`src/rtl/fir_axil_pkg.sv`:
```
// Register map, status bit positions, error codes and state encodings shared by the
// FIR configuration master and its AXI4-Lite transaction engine.
package fir_axil_pkg;

  localparam int unsigned ADDR_AP_CTRL  = 32'h00;
  localparam int unsigned ADDR_DATA_LEN = 32'h10;
  localparam int unsigned ADDR_TAP_BASE = 32'h40;

  localparam int unsigned AP_START_BIT = 0;
  localparam int unsigned AP_DONE_BIT  = 1;
  localparam int unsigned AP_IDLE_BIT  = 2;

  typedef enum logic [1:0] {
    ErrNone        = 2'd0,
    ErrIdleTimeout = 2'd1,
    ErrVerify      = 2'd2,
    ErrDoneTimeout = 2'd3
  } cfg_err_e;

  typedef enum logic [2:0] {
    StIdle,
    StPollIdle,
    StWrLen,
    StWrTap,
    StRdTap,
    StWrStart,
    StPollDone,
    StFinish
  } cfg_state_e;

  typedef enum logic [1:0] {
    XactIdle,
    XactWrite,
    XactRdAddr,
    XactRdData
  } xact_state_e;

  function automatic int unsigned tap_addr(input logic [3:0] idx);
    return ADDR_TAP_BASE + 4 * 32'(idx);
  endfunction

endpackage

```
`src/rtl/axil_master_xact.sv`:
```
// Single AXI4-Lite read or write per request. ack pulses in the completion cycle; for
// reads rsp_rdata is valid in that same cycle.
module axil_master_xact
  import fir_axil_pkg::*;
#(
  parameter int unsigned pADDR_WIDTH = 12,
  parameter int unsigned pDATA_WIDTH = 32
) (
  input  logic                   axis_clk,
  input  logic                   axis_rst,
  input  logic                   req,
  input  logic                   req_write,
  input  logic [pADDR_WIDTH-1:0] req_addr,
  input  logic [pDATA_WIDTH-1:0] req_wdata,
  output logic                   ack,
  output logic [pDATA_WIDTH-1:0] rsp_rdata,
  output logic [pADDR_WIDTH-1:0] awaddr,
  output logic                   awvalid,
  input  logic                   awready,
  output logic [pDATA_WIDTH-1:0] wdata,
  output logic                   wvalid,
  input  logic                   wready,
  output logic [pADDR_WIDTH-1:0] araddr,
  output logic                   arvalid,
  input  logic                   arready,
  input  logic [pDATA_WIDTH-1:0] rdata,
  input  logic                   rvalid,
  output logic                   rready
);

  xact_state_e            xst_q, xst_d;
  logic [pADDR_WIDTH-1:0] awaddr_q, awaddr_d, araddr_q, araddr_d;
  logic [pDATA_WIDTH-1:0] wdata_q, wdata_d;
  logic                   awvalid_q, awvalid_d, wvalid_q, wvalid_d;
  logic                   arvalid_q, arvalid_d, rready_q, rready_d;

  always_ff @(posedge axis_clk) begin
    if (axis_rst) begin
      xst_q     <= XactIdle;
      awaddr_q  <= '0;
      araddr_q  <= '0;
      wdata_q   <= '0;
      awvalid_q <= 1'b0;
      wvalid_q  <= 1'b0;
      arvalid_q <= 1'b0;
      rready_q  <= 1'b0;
    end else begin
      xst_q     <= xst_d;
      awaddr_q  <= awaddr_d;
      araddr_q  <= araddr_d;
      wdata_q   <= wdata_d;
      awvalid_q <= awvalid_d;
      wvalid_q  <= wvalid_d;
      arvalid_q <= arvalid_d;
      rready_q  <= rready_d;
    end
  end

  always_comb begin
    xst_d     = xst_q;
    awaddr_d  = awaddr_q;
    araddr_d  = araddr_q;
    wdata_d   = wdata_q;
    awvalid_d = awvalid_q;
    wvalid_d  = wvalid_q;
    arvalid_d = arvalid_q;
    rready_d  = rready_q;
    ack       = 1'b0;
    unique case (xst_q)
      XactIdle: begin
        if (req && req_write) begin
          awaddr_d  = req_addr;
          wdata_d   = req_wdata;
          awvalid_d = 1'b1;
          wvalid_d  = 1'b1;
          xst_d     = XactWrite;
        end else if (req) begin
          araddr_d  = req_addr;
          arvalid_d = 1'b1;
          xst_d     = XactRdAddr;
        end
      end
      XactWrite: begin
        // A dropped valid means that channel already handshook in an earlier cycle.
        if (awvalid_q && awready) awvalid_d = 1'b0;
        if (wvalid_q && wready)   wvalid_d  = 1'b0;
        if ((!awvalid_q || awready) && (!wvalid_q || wready)) begin
          ack   = 1'b1;
          xst_d = XactIdle;
        end
      end
      XactRdAddr: begin
        if (arready) begin
          arvalid_d = 1'b0;
          rready_d  = 1'b1;
          xst_d     = XactRdData;
        end
      end
      XactRdData: begin
        if (rvalid) begin
          rready_d = 1'b0;
          ack      = 1'b1;
          xst_d    = XactIdle;
        end
      end
      default: xst_d = XactIdle;
    endcase
  end

  assign rsp_rdata = rdata;
  assign awaddr    = awaddr_q;
  assign awvalid   = awvalid_q;
  assign wdata     = wdata_q;
  assign wvalid    = wvalid_q;
  assign araddr    = araddr_q;
  assign arvalid   = arvalid_q;
  assign rready    = rready_q;

endmodule

```
`src/rtl/fir_cfg_master.sv`:
```
// Sequences FIR engine setup over AXI4-Lite: wait idle, write length and taps (optional
// readback), set ap_start, then poll for ap_done.
module fir_cfg_master
  import fir_axil_pkg::*;
#(
  parameter int unsigned pADDR_WIDTH = 12,
  parameter int unsigned pDATA_WIDTH = 32,
  parameter int unsigned Tape_Num    = 11,
  parameter int unsigned pPOLL_LIMIT = 1024
) (
  input  logic                   axis_clk,
  input  logic                   axis_rst,
  input  logic                   cfg_start,
  input  logic [31:0]            cfg_data_length,
  input  logic                   cfg_verify,
  output logic                   cfg_busy,
  output logic                   cfg_done,
  output logic [1:0]             cfg_error,
  output logic [3:0]             coef_idx,
  input  logic [31:0]            coef_data,
  output logic [pADDR_WIDTH-1:0] awaddr,
  output logic                   awvalid,
  input  logic                   awready,
  output logic [pDATA_WIDTH-1:0] wdata,
  output logic                   wvalid,
  input  logic                   wready,
  output logic [pADDR_WIDTH-1:0] araddr,
  output logic                   arvalid,
  input  logic                   arready,
  input  logic [pDATA_WIDTH-1:0] rdata,
  input  logic                   rvalid,
  output logic                   rready
);

  localparam int unsigned      PollW    = $clog2(pPOLL_LIMIT + 1);
  localparam logic [PollW-1:0] PollLast = PollW'(pPOLL_LIMIT - 1);
  localparam logic [3:0]       LastTap  = 4'(Tape_Num - 1);

  cfg_state_e       state_q, state_d;
  cfg_err_e         err_q, err_d;
  logic [3:0]       tap_q, tap_d, coef_idx_q, coef_idx_d;
  logic [PollW-1:0] poll_q, poll_d;
  logic [31:0]      len_q, len_d;
  logic             verify_q, verify_d, fetch_q, fetch_d;
  logic             tap_done;

  logic                   req, req_write, ack;
  logic [pADDR_WIDTH-1:0] req_addr;
  logic [pDATA_WIDTH-1:0] req_wdata, rsp_rdata;

  always_ff @(posedge axis_clk) begin
    if (axis_rst) begin
      state_q    <= StIdle;
      err_q      <= ErrNone;
      tap_q      <= '0;
      coef_idx_q <= '0;
      poll_q     <= '0;
      len_q      <= '0;
      verify_q   <= 1'b0;
      fetch_q    <= 1'b0;
    end else begin
      state_q    <= state_d;
      err_q      <= err_d;
      tap_q      <= tap_d;
      coef_idx_q <= coef_idx_d;
      poll_q     <= poll_d;
      len_q      <= len_d;
      verify_q   <= verify_d;
      fetch_q    <= fetch_d;
    end
  end

  always_comb begin
    state_d    = state_q;
    err_d      = err_q;
    tap_d      = tap_q;
    coef_idx_d = coef_idx_q;
    poll_d     = poll_q;
    len_d      = len_q;
    verify_d   = verify_q;
    fetch_d    = fetch_q;
    tap_done   = 1'b0;
    req        = 1'b0;
    req_write  = 1'b0;
    req_addr   = '0;
    req_wdata  = '0;
    // req is held for the whole state; the engine only samples it while idle.
    unique case (state_q)
      StIdle: begin
        if (cfg_start) begin
          state_d  = StPollIdle;
          err_d    = ErrNone;
          len_d    = cfg_data_length;
          verify_d = cfg_verify;
          poll_d   = '0;
        end
      end
      StPollIdle: begin
        req      = 1'b1;
        req_addr = pADDR_WIDTH'(ADDR_AP_CTRL);
        if (ack) begin
          if (rsp_rdata[AP_IDLE_BIT]) begin
            state_d = StWrLen;
          end else if (poll_q == PollLast) begin
            err_d   = ErrIdleTimeout;
            state_d = StFinish;
          end else begin
            poll_d = poll_q + 1'b1;
          end
        end
      end
      StWrLen: begin
        req       = 1'b1;
        req_write = 1'b1;
        req_addr  = pADDR_WIDTH'(ADDR_DATA_LEN);
        req_wdata = pDATA_WIDTH'(len_q);
        if (ack) begin
          state_d    = StWrTap;
          tap_d      = '0;
          coef_idx_d = '0;
          fetch_d    = 1'b1;
        end
      end
      StWrTap: begin
        // First cycle only lets the registered ROM catch up with coef_idx.
        if (fetch_q) begin
          fetch_d = 1'b0;
        end else begin
          req       = 1'b1;
          req_write = 1'b1;
          req_addr  = pADDR_WIDTH'(tap_addr(tap_q));
          req_wdata = pDATA_WIDTH'(coef_data);
          if (ack) begin
            if (verify_q) state_d = StRdTap;
            else          tap_done = 1'b1;
          end
        end
      end
      StRdTap: begin
        req      = 1'b1;
        req_addr = pADDR_WIDTH'(tap_addr(tap_q));
        if (ack) begin
          // wdata still holds the tap just written.
          if (rsp_rdata == wdata) begin
            tap_done = 1'b1;
          end else begin
            err_d   = ErrVerify;
            state_d = StFinish;
          end
        end
      end
      StWrStart: begin
        req       = 1'b1;
        req_write = 1'b1;
        req_addr  = pADDR_WIDTH'(ADDR_AP_CTRL);
        req_wdata = pDATA_WIDTH'(1 << AP_START_BIT);
        if (ack) begin
          state_d = StPollDone;
          poll_d  = '0;
        end
      end
      StPollDone: begin
        req      = 1'b1;
        req_addr = pADDR_WIDTH'(ADDR_AP_CTRL);
        if (ack) begin
          if (rsp_rdata[AP_DONE_BIT]) begin
            state_d = StFinish;
          end else if (poll_q == PollLast) begin
            err_d   = ErrDoneTimeout;
            state_d = StFinish;
          end else begin
            poll_d = poll_q + 1'b1;
          end
        end
      end
      StFinish: state_d = StIdle;
      default:  state_d = StIdle;
    endcase
    if (tap_done) begin
      if (tap_q == LastTap) begin
        state_d = StWrStart;
      end else begin
        tap_d      = tap_q + 4'd1;
        coef_idx_d = tap_q + 4'd1;
        fetch_d    = 1'b1;
        state_d    = StWrTap;
      end
    end
  end

  assign cfg_busy  = (state_q != StIdle) && (state_q != StFinish);
  assign cfg_done  = (state_q == StFinish);
  assign cfg_error = err_q;
  assign coef_idx  = coef_idx_q;

  axil_master_xact #(
    .pADDR_WIDTH(pADDR_WIDTH),
    .pDATA_WIDTH(pDATA_WIDTH)
  ) u_xact (
    .axis_clk (axis_clk),
    .axis_rst (axis_rst),
    .req      (req),
    .req_write(req_write),
    .req_addr (req_addr),
    .req_wdata(req_wdata),
    .ack      (ack),
    .rsp_rdata(rsp_rdata),
    .awaddr   (awaddr),
    .awvalid  (awvalid),
    .awready  (awready),
    .wdata    (wdata),
    .wvalid   (wvalid),
    .wready   (wready),
    .araddr   (araddr),
    .arvalid  (arvalid),
    .arready  (arready),
    .rdata    (rdata),
    .rvalid   (rvalid),
    .rready   (rready)
  );

endmodule

```
`config.mk`:
```
export PLATFORM = sky130hd
export DESIGN_NAME = fir_cfg_master
export DESIGN_NICKNAME = d
export VERILOG_FILES = /design/src/rtl/fir_axil_pkg.sv /design/src/rtl/axil_master_xact.sv /design/src/rtl/fir_cfg_master.sv
export SDC_FILE = /design/constraint.sdc
export NUM_CORES = 1
export LEC_CHECK = 0
export BUFFER_PORTS_ARGS = -buffer_cell sky130_fd_sc_hd__buf_2
export CORE_MARGIN = 1.5
export CORE_UTILIZATION = 45
export CTS_BUF_LIST = sky130_fd_sc_hd__clkbuf_16
export DETAILED_ROUTE_END_ITERATION = 10
export PLACE_DENSITY = 0.7
export SYNTH_ARGS = -nofsm -noshare
export SYNTH_HDL_FRONTEND = slang
export SYNTH_SLANG_ARGS = --single-unit
```
`constraint.sdc`:
```
create_clock -name axis_clk -period 2.4 [get_ports axis_clk]
set_clock_uncertainty 0.05 [all_clocks]
set_input_delay 0.24 -clock axis_clk [delete_from_list [all_inputs] [get_ports axis_clk]]
set_output_delay 0.24 -clock axis_clk [all_outputs]
set_load 0.01 [all_outputs]
```
==> out/results.txt <==
Nets - 882
first-pass GRT wire length - 23.0 mm
Post-synth EDFFs - 0
initial core utilization - 46.7%
register area share after synthesis - 41.6%
Worst setup startpoint - poll_q[0]
IO Count - 172
TNS Setup - 0 ns
CTS resizes - 0
Final Cycle Share - 95.8%
share of layout cells above drive strength 1 - 26.4%
Setup crit end kind - register
Comb power frac - 21.7%
ys async rst share - 0%
Max-cap violations - 0
prevailing post-synth register cell - dfxtp_1
relative max-transition margin - 49.4%
fmax - 0.435 GHz
clk slew on worst S/H paths - 0.08 ns
Clock power frac - 33.2%
DIE AREA - 12000 um^2
die width - 109 um
Avg Inst Size Synth - 8.09 um^2
# fillers - 1027
Clock H-tree levels - 3
grt total ovfl - 0
IO buf count - 157
vias per std cell - 5.48
detailed-router iteration count before antenna repair - 4
diode count - 0
Residual DRC - 0
WP data arrival - 2.52 ns
Peak VDD IR - 516 uV
DIE HEIGHT - 109 um
vias in the first global route - 4701
clk buf depth - 2
outcome - finished, final reports clean
TritonCTS buffer count - 9
worst slew pin tran - 0.754 ns
RSZ-0062 raised after global routing - false
clk sink count - 106
worst-path fanout max - 12
part of the power in registers - 45.1%
initial antenna violation count - 0
number of post-CTS setup repair buffers - 0
launch point of the worst reg-to-reg path - poll_q[0]
Mapped Cells - 631
Lkg Pwr - 2.65 nW
CORE AREA - 10900 um^2
num rows - 38
clock latency at the later pin of the worst-skew pair - 0.36 ns
final WL - 14.8 mm
Synth-to-Final Area Change - 23.5%
via count - 5039
Hold Vio Cnt, Final - 0
Tot GR Track Use - 24.6%
Yosys warnings - 0
worst min-delay path class - in -> reg
synth unique cells - 60
P_int - 3.04 mW
required time worst endpoint - 2.62 ns
Hold Startpoint - wready
Setup-failing EPs final - 0
largest net degree at the start of global routing - 51
min Tclk post-route - 2.30 ns
flops & latches, synth - 106
Placer Congestion - 0.905
Final HPWL DP - 10.8 mm
DR iter-0 viols - 376
Sw Ratio - 31.3%
root buf cell - clkbuf_16
count of pins over their slew limit - 0
routed len/inst - 16.1 um
CP Class - reg -> reg
CTS tree - done
mapped cell area - 5100 um^2
overall power - 4.42 mW
Power Density - 701 nW/um^2
antenna-violating nets left - 0
CTS Hold Bufs - 0
Switch Pwr - 1.38 mW
Worst setup SP type - register
==> critical path: stages (launching register included) <==
cell and delay [ns]:
dfxtp_1 0.34, ha_1 0.27, nor2b_1 0.17, and4_4 0.20, o32a_1 0.39, buf_4 0.20
or4_1 0.42, a21oi_1 0.18
==> final timing paths <==
path / endpoint / slack [ns] / cells after the start
worst max register to register: poll_q[4] / 0.10 / 7
worst min register to register: u_xact.arvalid / 0.40 / 2
worst min-delay path: u_xact.wvalid / 0.03 / 2
worst max-delay path: poll_q[4] / 0.10 / 7
==> metrics by stage <==
stage / instances / worst slack (ns) / hold slack [ns] / area [um^2] / utilization [%]
5_1_grt: 920 / 0.00384 / 0.0366 / 6300 / 57.6
3_5_place_dp: 904 / 0.0476 / 0.393 / 6000 / 54.9
3_3_place_gp: 904 / 0.149 / 0.388 / 6000 / 54.9
6_report: 920 / 0.101 / 0.0290 / 6300 / 57.6
4_1_cts: 920 / 0.0331 / 0.0256 / 6300 / 57.6
2_1_floorplan: 644 / 0.420 / 0.286 / 5150 / -
==> cells by family (layout without fill, tap and decap cells) <==
kind of cell | count (synthesis) | in the layout | share of synthesized area (%)
compound gates | 144 | 144 | 18.6
xor+xnor | 34 | 34 | 5.84
fa+ha+maj | 3 | 3 | 0.736
buf+inv | 64 | 200 | 6.20
flops | 106 | 106 | 41.6
mux | 14 | 14 | 2.75
other cells | 1 | 14 | 0.0735
simple gates | 265 | 265 | 24.2
==> routing by layer <==
layer,vias to the layer above,GRT usage [%],wire length [um]
met3,24,4.21,934
met4,0,8.53,303
met1,2332,33.2,6410
li1,2499,-,-
met2,184,39.8,7200
met5,-,0,0
==> power groups by stage <==
stage               clock network (mW)  logic (mW)  registers, mW
floorplan                            0       0.663           2.02
global placement                     0       0.939           2.02
detailed placement                   0       0.954           2.03
CTS                               1.47       0.959           1.99
global route                      1.56        1.07           2.01
finish                            1.47       0.960           1.99
==> flip-flops by register name, summed over array words and instances (netlist names), 2 cells and up <==
name / flops
coef_idx: 4
cfg_error: 2
u_xact.wdata: 32
len_q: 32
poll_q: 11
u_xact.awaddr: 5
state_q: 3
tap_q: 4
u_xact.araddr: 5
u_xact.xst_q: 2
==> cell type report <==
cell class / instances / area [um^2] / area share (%)
Clock buffer: 9 / 225 / 3.57
Clock inverter: 7 / 70.1 / 1.11
Inverter: 8 / 30.0 / 0.477
Multi-Input combinational cell: 474 / 2720 / 43.2
Sequential cell: 106 / 2120 / 33.7
Tap cell: 140 / 175 / 2.78
Timing Repair Buffer: 176 / 953 / 15.1
==> cell usage after synthesis, drive strengths merged, types with 2 or more instances <==
cell type	number	area share [%]
xor2	2	0.34
o32a	2	0.42
a31oi	3	0.49
nand4	12	1.5
nor2b	3	0.37
a21oi	66	6.5
nor2	56	4.1
nand3	8	0.78
clkbuf	26	1.9
or4	2	0.29
a21o	3	0.44
or2	2	0.25
ha	3	0.74
nand2	104	7.7
and2	6	0.74
and3	4	0.49
and4	3	0.56
and2b	2	0.34
o21ai	18	1.8
or3	9	1.1
a221oi	31	5.3
nor3	37	3.7
o211ai	3	0.44
nor4	4	0.49
inv	8	0.59
o31ai	2	0.29
xnor2	32	5.5
nand2b	9	1.1
mux2i	14	2.7
buf	30	3.7
a211oi	3	0.44
dfxtp	106	42
==> layout by cell type (no fill, tap or decap), drive strengths merged, types with 12 or more instances in the layout <==
master / count
buf: 176
dfxtp: 106
nand2: 104
a21oi: 66
nor2: 56
nor3: 37
xnor2: 32
a221oi: 31
o21ai: 18
mux2i: 14
conb: 14
nand4: 12
Power figures use the tool's default switching activity.
